[src/rtl/crc_serial_engine.sv]
// Serial CRC engine: absorbs one message bit per clock while active is high,
// then shifts the final CRC out MSB-first with a valid window and a done pulse.
module crc_serial_engine #(
  parameter int          CRC_WIDTH = 8,
  parameter logic [31:0] POLY      = 32'h0000_0007,
  parameter logic [31:0] SEED      = 32'h0000_0000,
  parameter logic [31:0] XOROUT    = 32'h0000_0000
) (
  input  logic                 clk,
  input  logic                 rst,
  input  logic                 active,
  input  logic                 data_in,
  output logic                 crc_out,
  output logic                 valid,
  output logic [CRC_WIDTH-1:0] crc_par,
  output logic                 done
);

  localparam int CNT_W = $clog2(CRC_WIDTH + 1);
  localparam logic [CRC_WIDTH-1:0] P_POLY   = POLY[CRC_WIDTH-1:0];
  localparam logic [CRC_WIDTH-1:0] P_SEED   = SEED[CRC_WIDTH-1:0];
  localparam logic [CRC_WIDTH-1:0] P_XOROUT = XOROUT[CRC_WIDTH-1:0];

  typedef enum logic [1:0] {
    IDLE  = 2'd0,
    SHIFT = 2'd1,
    OUT   = 2'd2
  } state_t;

  state_t               r_state, r_state_next;
  logic [CRC_WIDTH-1:0] r_lfsr, r_lfsr_next;
  logic [CRC_WIDTH-1:0] r_out_sr, r_out_sr_next;
  logic [CRC_WIDTH-1:0] r_crc_par, r_crc_par_next;
  logic [CNT_W-1:0]     r_cnt, r_cnt_next;
  logic                 r_crc_out, r_crc_out_next;
  logic                 r_valid, r_valid_next;
  logic                 r_done, r_done_next;
  logic                 r_active_prev;

  logic                 w_start;
  logic [CRC_WIDTH-1:0] w_final;

  function automatic logic [CRC_WIDTH-1:0] f_step(input logic [CRC_WIDTH-1:0] s,
                                                  input logic b);
    logic fb;
    fb = b ^ s[CRC_WIDTH-1];
    return {s[CRC_WIDTH-2:0], 1'b0} ^ (fb ? P_POLY : '0);
  endfunction

  // A rising edge of active restarts the engine from any state, aborting output.
  assign w_start = active & ~r_active_prev;
  assign w_final = r_lfsr ^ P_XOROUT;

  always_comb begin
    r_state_next   = r_state;
    r_lfsr_next    = r_lfsr;
    r_out_sr_next  = r_out_sr;
    r_crc_par_next = r_crc_par;
    r_cnt_next     = r_cnt;
    r_crc_out_next = r_crc_out;
    r_valid_next   = r_valid;
    r_done_next    = r_done;
    if (w_start) begin
      r_lfsr_next  = f_step(P_SEED, data_in);
      r_state_next = SHIFT;
      r_valid_next = 1'b0;
      r_done_next  = 1'b0;
    end else begin
      case (r_state)
        SHIFT: begin
          if (active) begin
            r_lfsr_next = f_step(r_lfsr, data_in);
          end else begin
            r_crc_par_next = w_final;
            r_crc_out_next = w_final[CRC_WIDTH-1];
            r_out_sr_next  = {w_final[CRC_WIDTH-2:0], 1'b0};
            r_valid_next   = 1'b1;
            r_cnt_next     = CNT_W'(CRC_WIDTH - 1);
            r_state_next   = OUT;
          end
        end
        OUT: begin
          if (!active) begin
            if (r_cnt != '0) begin
              r_crc_out_next = r_out_sr[CRC_WIDTH-1];
              r_out_sr_next  = {r_out_sr[CRC_WIDTH-2:0], 1'b0};
              r_cnt_next     = r_cnt - CNT_W'(1);
              r_done_next    = (r_cnt == CNT_W'(1));
            end else begin
              r_valid_next   = 1'b0;
              r_done_next    = 1'b0;
              r_crc_out_next = 1'b0;
              r_state_next   = IDLE;
            end
          end
        end
        default: begin
        end
      endcase
    end
  end

  always_ff @(posedge clk or negedge rst) begin
    if (!rst) begin
      r_state       <= IDLE;
      r_lfsr        <= P_SEED;
      r_out_sr      <= '0;
      r_crc_par     <= '0;
      r_cnt         <= '0;
      r_crc_out     <= 1'b0;
      r_valid       <= 1'b0;
      r_done        <= 1'b0;
      r_active_prev <= 1'b0;
    end else begin
      r_state       <= r_state_next;
      r_lfsr        <= r_lfsr_next;
      r_out_sr      <= r_out_sr_next;
      r_crc_par     <= r_crc_par_next;
      r_cnt         <= r_cnt_next;
      r_crc_out     <= r_crc_out_next;
      r_valid       <= r_valid_next;
      r_done        <= r_done_next;
      r_active_prev <= active;
    end
  end

  assign crc_out = r_crc_out;
  assign valid   = r_valid;
  assign crc_par = r_crc_par;
  assign done    = r_done;

endmodule

[config.mk]
export PLATFORM = sky130hd
export DESIGN_NAME = crc_serial_engine
export DESIGN_NICKNAME = d
export VERILOG_FILES = /design/src/rtl/crc_serial_engine.sv
export SDC_FILE = /design/constraint.sdc
export NUM_CORES = 1
export LEC_CHECK = 0
export BUFFER_PORTS_ARGS = -buffer_cell sky130_fd_sc_hd__buf_4
export CELL_PAD_IN_SITES_DETAIL_PLACEMENT = 1
export CELL_PAD_IN_SITES_GLOBAL_PLACEMENT = 1
export CORE_AREA = 3 3 78 80
export CTS_CLUSTER_SIZE = 24
export DETAILED_ROUTE_END_ITERATION = 6
export DIE_AREA = 0 0 81 83
export GPL_ROUTABILITY_DRIVEN = 0
export PLACE_DENSITY_LB_ADDON = 0.15
export SLEW_MARGIN = 20
export SYNTH_ARGS = -nofsm -noshare
export SYNTH_HDL_FRONTEND = slang
export SYNTH_SLANG_ARGS = --single-unit
[constraint.sdc]
create_clock -name clk -period 4.19 [get_ports clk]
set_clock_uncertainty 0.2 [all_clocks]
set_input_delay 0.6285 -clock clk [delete_from_list [all_inputs] [get_ports clk]]
set_output_delay 0.6285 -clock clk [all_outputs]
set_load 0.05 [all_outputs]
Yosys cells after proc, flatten, opt, wreduce, memory -nomap -nowiden
Index checks and enable logic that the tools add are counted.
Widths: inputs -> output; s select.
{"block": "word_totals", "regBits": 34, "output_inout_bits": 11}
{"block": "op_classes", "add_sub_neg": 1, "eq_ne": 10, "n_mux": 31, "bitwise_logic": 6, "n_reduce_logical": 12}
{"cell": "$mux 8", "n": 6}
{"cell": "$pmux 8 s2", "n": 1}
{"cell": "$mux 4", "n": 3}
{"cell": "$mux 1", "n": 11}
{"cell": "$ne 3x3->1 const B", "n": 3}
{"cell": "$mux 2", "n": 4}
{"cell": "$pmux 4 s2", "n": 1}
{"cell": "$reduce_and 4->1", "n": 2}
{"cell": "$reduce_bool 2->1", "n": 4}
{"cell": "$xor 8x3->8", "n": 1}
{"cell": "$mux 3", "n": 2}
{"cell": "$ne 2x2->1 const B", "n": 3}
{"cell": "$reduce_and 5->1", "n": 1}
{"cell": "$eq 4x1->1 const B", "n": 1}
{"cell": "$pmux 1 s2", "n": 2}
{"cell": "$pmux 2 s2", "n": 1}
{"cell": "$reduce_and 2->1", "n": 2}
{"cell": "$reduce_bool 4->1", "n": 1}
{"cell": "$sub 4x1->4 const B", "n": 1}
{"cell": "$not 1->1", "n": 3}
{"cell": "$reduce_and 3->1", "n": 1}
{"cell": "$reduce_bool 3->1", "n": 1}
{"cell": "$eq 2x1->1 const B", "n": 1}
{"cell": "$eq 2x2->1 const B", "n": 1}
{"cell": "other kinds (3)", "n": 3}

Logic depth before layout (Yosys ltp)
Gate-level depths: netlist of the first run.
{"block": "depth", "depth_word": 6, "mapped_depth": 8, "depth_no_buf": 6}

Least setup slack after synthesis of the first run
Ideal clock, no wire load.
{"block": "synth_timing", "kind": "register to register", "from": "reg r_state[1]", "to": "reg r_out_sr[3]", "setup_ps": 73, "t_arrival_ps": 2113, "required_time_ps": 3917, "slack_ps": 1804, "path_stages_with_launch": 8, "path_buffers": 2, "cell_sequence": "dfrtp_1 > ha_1 > buf_6 > or3b_4 > a221oi_4 > buf_6 > nor2_1 > a21oi_2"}
{"block": "synth_between", "elab_chain_cells": 3, "word_cells_on_any_way": 8}
{"item": "from (decl)", "line": "30", "rtl": "state_t r_state, r_state_next;"}
{"item": "from (signal assigned)", "line": "115", "rtl": "r_state <= r_state_next;"}
{"item": "$eq 2x2->1 / $eq 2x1->1 (equally long branches)", "line": "69", "rtl": "case (r_state)"}
{"item": "$ne 2x2->1 (no source line) / $reduce_bool 2->1 (equally long branches)"}
{"item": "$reduce_and 5->1 (no source line)"}
{"item": "to (signal assigned)", "line": "117", "rtl": "r_out_sr <= r_out_sr_next;"}
{"item": "to (decl)", "line": "32", "rtl": "logic [CRC_WIDTH-1:0] r_out_sr, r_out_sr_next;"}
Parallel ways exist; a longest one is shown, timed or not.
A chain may end at the register's enable or synchronous reset.

Final worst setup path of the first run
{"block": "layout_timing", "from": "reg r_state[0]", "to": "reg r_cnt[3]"}
{"block": "layout_between", "elab_chain_cells": 3, "word_cells_on_any_way": 8}
{"item": "$eq 2x2->1 / $eq 2x1->1 (equally long branches)", "line": "69"}
{"item": "$ne 2x2->1 (no source line) / $reduce_bool 2->1 (equally long branches)"}
{"item": "$reduce_and 5->1 (no source line)"}
{"item": "to (signal assigned)", "line": "119", "rtl": "r_cnt <= r_cnt_next;"}
{"item": "to (decl)", "line": "34", "rtl": "logic [CNT_W-1:0] r_cnt, r_cnt_next;"}
Parallel ways exist; a longest one is shown, timed or not.

==> impl_results.md, run 1 <==
- Register bit count reported by yosys: 32
- Worst-path clk slew: 70 ps
- DRC: 0
- Wire length per cell: 15.4 um
- Int Power: 0.849 mW
- Vias in the first global route: 1216
- Area grow syn2layout: 17.2%
- PD cells: 761 nW/um^2
- H-tree levels: 2
- GRT Total Usage: 11.9%
- Warnings from Yosys: 0
- CTS tree: yes
- Hold Fails Final Rpt: 0
- DR WL met3: 141 um
- Setup TNS: 0 ps
- Via count: 1165
- Dominant synthesized flop cell: dfrtp_1
- Clock power share: 22.7%
- Post-Syn Nets: 159
- Max_cap viols: 0
- Uppermost layer routed: met4
- Sw frac: 40.8%
- Full die area: 6720 um^2
- Minimum clock period: 2500 ps
- Clock latency on the worst-skew pair: 280 ps
- Number of hold buffers added after CTS: 0
- Crit-path max FO: 15
- Peak VDD IR: 0.350 mV
- Die height: 83 um
- Tot Pwr: 1.43 mW
- Slew HR: 55.4%
- Die Width: 81 um
- HP Class: in2async
- Via density: 4.96
- Worst-case clock buffer depth: 2
- RSZ-0062 raised after global routing: no
- Met2 wire length: 1700 um
- Core area: 5470 um^2
- Sequential fraction of the synthesis area: 49.7%
- Layout Utilization: 34.5%
- IO Port Bufs: 14
- Leak: 0.819 nW
- Synth async-reset ratio: 100%
- Antenna violations before repair: 0
- Grt ovf: 0
- Sw power: 0.586 mW
- Detail Route Antenna Nets: 0
- WS Path Type: reg2reg
- Status: completed
- DPL Wire Length: 2540 um
- First-pass GRT wire length: 6170 um
- I/O pin count: 15
- Clk sink count: 32
- Comb power frac: 42.8%
- # setup viols final: 0
- Sequential share of power: 34.5%
- Placed Cells: 227
- Post-CTS Setup Inserts: 0
- Cells after synthesis: 149
- Largest net degree at the start of global routing: 33
- Yosys cell types: 35
- Post-Syn Area: 1610 um^2
- Total iterations of the first detailed-routing run: 4
- N_diodes: 0
- Nets: 172
- Post-synth EDFFs: 0
- CTS Root Buffer Type: clkbuf_8
- Initial Utilization: 29.4%
- Layout cells sized above 1: 23.3%
- Detailed Route Iter0 Violations: 45
- Fmax: 400 MHz
- Cell row count: 27
- Pins Over Slew Limit: 0
- Required @ worst endpoint: 4190 ps
- Fin crit share: 59.7%
- Post-cts resize count: 0
- Worst Tran Pin Value: 668 ps
- Worst EP arrival: 2500 ps
- Crit. End Element: register
- WL final: 3630 um
- Synth Area per Inst: 10.8 um^2
- Startpoint types: register
- Fin cells: 235
- Metal1 wirelength: 1760 um
- Cts bufs inserted: 5
==> final cells by class <==
| cell class | instances | area [um^2] |
|---|---|---|
| clock inverter | 1 | 30.0 |
| timing repair buffer | 14 | 105 |
| tap | 72 | 90.1 |
| multi-input combinational | 101 | 734 |
| sequential | 32 | 801 |
| clock buffer | 7 | 96.3 |
| fill | 633 | 3590 |
| inverter | 8 | 30.0 |
==> placed cells by master (no fill, tap or decap), drive strengths merged, types with 4 or more instances in the layout <==
master | Yosys | routed
a21oi | 13 | 13
a22o | 7 | 7
buf | 2 | 14
clkbuf | 6 | 7
dfrtp | 32 | 32
ha | 6 | 6
inv | 8 | 8
mux2 | 7 | 7
mux2i | 6 | 6
nand2 | 8 | 8
nand3 | 4 | 4
nor2 | 10 | 10
o21ai | 7 | 7
==> power by group through the flow <==
stage          Sequential [mW]  Combinational [mW]  Clock, mW
4_1_cts                  0.496               0.624      0.338
3_5_place_dp             0.502               0.622          0
2_1_floorplan            0.598               0.382          0
6_report                 0.495               0.614      0.326
5_1_grt                  0.513               0.673      0.359
3_3_place_gp             0.496               0.608          0
==> state kept, by name, summed over array words and instances, names as in the netlist <==
register and cells:
r_lfsr 8, r_state 2, r_out_sr 7, r_cnt 4, crc_par 8, r_active_prev 1, crc_out 1, done 1
==> synth_stat cells, types with 4 or more instances <==
library cell	instances	area share, %
a22o_1	7	3.8
nor2_1	10	2.3
nand3_1	4	1.2
a21oi_2	4	2.2
a21oi_1	9	2.8
mux2i_1	6	3.7
nand2_1	8	1.9
o21ai_0	6	1.9
inv_1	8	1.9
mux2_2	7	4.9
clkbuf_1	6	1.4
ha_1	6	4.7
dfrtp_1	32	50
==> final timing paths <==
kind / startpoint / endpoint / slack, ps / depth (start not counted)
setup / recovery: r_state[0] / r_cnt[3] / 1690 / 6
hold / removal: rst / r_state[1] / 80 / 1
setup reg to reg: r_state[0] / r_cnt[3] / 1690 / 6
hold reg to reg: crc_par[6] / crc_par[6] / 290 / 2
max in group asynchronous: rst / crc_par[1] / 3400 / 1
min in group clk: crc_par[6] / crc_par[6] / 290 / 2
==> logic make-up after synthesis <==
family,Yosys count,share of synthesized area (%)
XOR/XNOR,2,1.09
AO/OA/AOI/OAI,37,16.6
multiplexers,13,8.63
flip-flops,32,49.7
adder cells (fa/ha/maj),6,4.66
AND/OR/NAND/NOR,43,14.6
buffers and inverters,16,4.66
==> worst max-delay path: stages (launching register included) <==
cell and delay, ps:
dfrtp_1 400, inv_1 100, ha_1 310, or3b_4 470, a221oi_4 630, nand4b_1 170, o211ai_1 130
==> through the flow <==
stage / hold WS (ps) / area, um^2 / setup WS (ps)
6_report: 82.9 / 1890 / 1690
5_1_grt: 106 / 1890 / 1550
4_1_cts: 97.8 / 1890 / 1670
3_5_place_dp: 283 / 1760 / 1680
3_3_place_gp: 263 / 1760 / 1760
2_1_floorplan: 133 / 1610 / 1800
==> per-layer routing <==
layer	track usage (%)	vias up
met1	16.3	587
met3	3.69	5
met5	0	-
li1	-	554
met2	17.7	19
met4	3.69	0
(Power assumes the default switching activity.)
==> run 2, diff against run 1 <==
==> constraint.sdc (replaced) <==
create_clock -name clk -period 2.3 [get_ports clk]
set_clock_uncertainty 0.2 [all_clocks]
set_input_delay 0.345 -clock clk [delete_from_list [all_inputs] [get_ports clk]]
set_output_delay 0.345 -clock clk [all_outputs]
set_load 0.05 [all_outputs]
==> run 2 against run 1 <==
Compared with the run above:
- register-to-register slack worse by 1500 ps
- via count is 1.1% higher
- critical path depth is 1 higher
- cell count is 2.6% higher
- maximum frequency is 18% higher
- hold slack better by 21 ps
- design area is 2.0% higher
- critical endpoint is now r_out_sr[1]
- sequential power is 81% higher
- die area stayed put
- largest cell class unchanged
==> impl_results.md, run 2 (synthesis results as in run 1) <==
- Status: completed
- WL final: 3720 um (+2.5%)
- Layout Utilization: 35.2% (+0.69 points)
- I/O pin count: 15 (unchanged)
- Hold Fails Final Rpt: 0 (unchanged)
- Nets: 178 (+3.5%)
- Filler cell count: 619 (-2.2%)
- CP startpoint: r_state[0]
- Comb power frac: 44.9% (+2.1 points)
- Setup TNS: 0 ps (unchanged)
- Most common cell after layout, fill and taps aside: dfrtp_1
- Clock latency on the worst-skew pair: 280 ps (about the same)
- Initial Utilization: 29.4% (unchanged)
- Crit-path max FO: 12 (-3)
- DPL Wire Length: 2690 um (+5.6%)
- Area grow syn2layout: 19.5%
- First-pass GRT wire length: 6380 um (+3.5%)
- CTS tree: yes
- N_diodes: 0 (unchanged)
- Startpoint types: register
- Fin crit share: 92.2% (+32 points)
- Full die area: 6720 um^2 (unchanged)
- Sw power: 1.09 mW (+86%)
- Final worst setup slack: 180 ps (-1510 ps)
- Detail Route Antenna Nets: 0 (unchanged)
- Commonest cells after routing, fill and taps aside: 31 x dfrtp_1, 18 x buf_4, 10 x nor2_1
- Via count: 1178 (+1.1%)
- Tot Pwr: 2.61 mW (+82%)
- Critical path, cell by cell: inv_1 -> ha_1 -> or3b_4 -> a221oi_4 -> buf_6 -> nand3b_1 -> o21ai_0
- WS Path Type: reg2reg
- DRC: 0 (unchanged)
- R2r setup slk: 180 ps (-1510 ps)
- Worst slack, placed: 132 ps (-1550 ps)
- Worst EP arrival: 2120 ps (-380 ps)
- Worst-case clock buffer depth: 2 (unchanged)
- CP Capture Point: r_out_sr[1]
- Fmax: 472 MHz (+18%)
- Detailed Route Iter0 Violations: 18 (-60%)
- Cell row count: 27 (unchanged)
- Clock power share: 20.7% (-2.0 points)
- Total iterations of the first detailed-routing run: 4 (unchanged)
- Antenna violations before repair: 0 (unchanged)
- Wire length per cell: 15.4 um (about the same)
- Peak VDD IR: 0.546 mV (+56%)
- WP buf/inv: 2 (+1)
- Int Power: 1.52 mW (+80%)
- Peak per-stage delay on the critical path: 430 ps (-200 ps)
- IO Port Bufs: 14 (unchanged)
- Via density: 4.89 (-1.4%)
- Required @ worst endpoint: 2300 ps (-1890 ps)
- CP delay by family, top: simple AND/OR/NAND/NOR gates
- Crit. End Element: register
- Cts bufs inserted: 5 (unchanged)
- Worst-path clk slew: 70 ps (about the same)
- Vias in the first global route: 1263 (+3.9%)
- R2R Path Start: r_state[0]
- Slew HR: 66.4% (+11 points)
- Sequential share of power: 34.4% (about the same)
- Sw frac: 41.7% (+0.86 points)
- Die Width: 81 um (unchanged)
- GRT Total Usage: 12.2% (+0.36 points)
- Pins Over Slew Limit: 0 (unchanged)
- Minimum clock period: 2120 ps (-381 ps)
- H-tree levels: 2 (unchanged)
- Layout cells sized above 1: 26.0% (+2.7 points)
- WP depth: 7 (+1)
- Leak: 0.839 nW (+2.4%)
- HP Class: in2reg
- Slowest stage cell, crit path: or3b_4
- Core area: 5470 um^2 (unchanged)
- CTS Root Buffer Type: clkbuf_8
- Clk sink count: 32 (unchanged)
- Die height: 83 um (unchanged)
- Max_cap viols: 0 (unchanged)
- PD cells: 1360 nW/um^2 (+79%)
- Worst flop-to-flop path endpoint: r_out_sr[1]
- # setup viols final: 0 (unchanged)
- RSZ-0062 raised after global routing: no
- Grt ovf: 0 (unchanged)
- Worst Tran Pin Value: 501 ps (-168 ps)
- Largest net degree at the start of global routing: 33 (unchanged)
- Reg2Reg Depth: 7 (+1)
run 2: changes by cell type in the layout (fill, tap and decap cells not counted), sizes merged:
| cell | delta |
|---|---|
| buf | +5 |
| clkbuf | -2 |
| clkinv | +1 |
| clkinvlp | +1 |
| dlygate4sd3 | +1 |
run 2: what timing repair did:
action                                  in CTS  in global routing
resized for setup                            0                  1
endpoints found under the hold margin       32                  0
setup buffers                                0                  0
hold buffers                                 1                  0
endpoints found under the setup margin       0                  1
run 2: area by class of cell:
class / instances / area (um^2) / share of cell area (%)
sequential: 32 / 802 / 41.7
multi-input combinational: 101 / 734 / 38.2
timing repair buffer: 20 / 156 / 8.13
tap: 72 / 90.1 / 4.68
clock buffer: 5 / 68.8 / 3.58
clock inverter: 3 / 42.5 / 2.21
inverter: 8 / 30.0 / 1.56
run 2: how the worst min path moves through the flow:
| stage | start | slack, ps | endpoint | cells past startpoint |
|---|---|---|---|---|
| global route | active | 100 | r_active_prev | 1 |
| detailed placement | rst | 120 | done | 1 |
| finish | active | 100 | r_active_prev | 1 |
| CTS | active | 90 | r_active_prev | 1 |
| floorplan | rst | -150 | crc_out | 0 |
| global placement | rst | 120 | done | 1 |
run 2: metal layers:
| metal | share of wire [%] | GRT usage (%) | up-vias |
|---|---|---|---|
| li1 | - | - | 567 |
| met4 | 0.67 | 3.69 | 0 |
| met2 | 48 | 18.9 | 21 |
| met1 | 48 | 16.7 | 588 |
| met3 | 3.4 | 3.04 | 2 |
| met5 | 0 | 0 | - |
run 2: power by group through the flow:
stage / sequential [mW] / combinational (mW) / clock (mW)
after floorplan: 1.09 / 0.695 / 0
after global placement: 0.900 / 1.15 / 0
after detailed placement: 0.913 / 1.18 / 0
after CTS: 0.903 / 1.19 / 0.562
after global routing: 0.933 / 1.30 / 0.590
final: 0.898 / 1.17 / 0.542
run 2: metrics by stage:
| stage | cell area, um^2 | hold slack [ps] | instances |
|---|---|---|---|
| floorplan | 1610 | -151 | 149 |
| global placement | 1800 | 117 | 232 |
| detailed placement | 1800 | 119 | 232 |
| CTS | 1920 | 94.8 | 241 |
| global route | 1920 | 97.3 | 241 |
| finish | 1920 | 104 | 241 |
run 2: worst register-to-register path: cells and delay by family, from the launching register on:
kind                       cells  cell delay, ps
buffers and inverters          2             300
adders and majority gates      1             200
DFF                            1             400
AOI/OAI and AO/OA              2             440
and+or+nand+nor                2             520
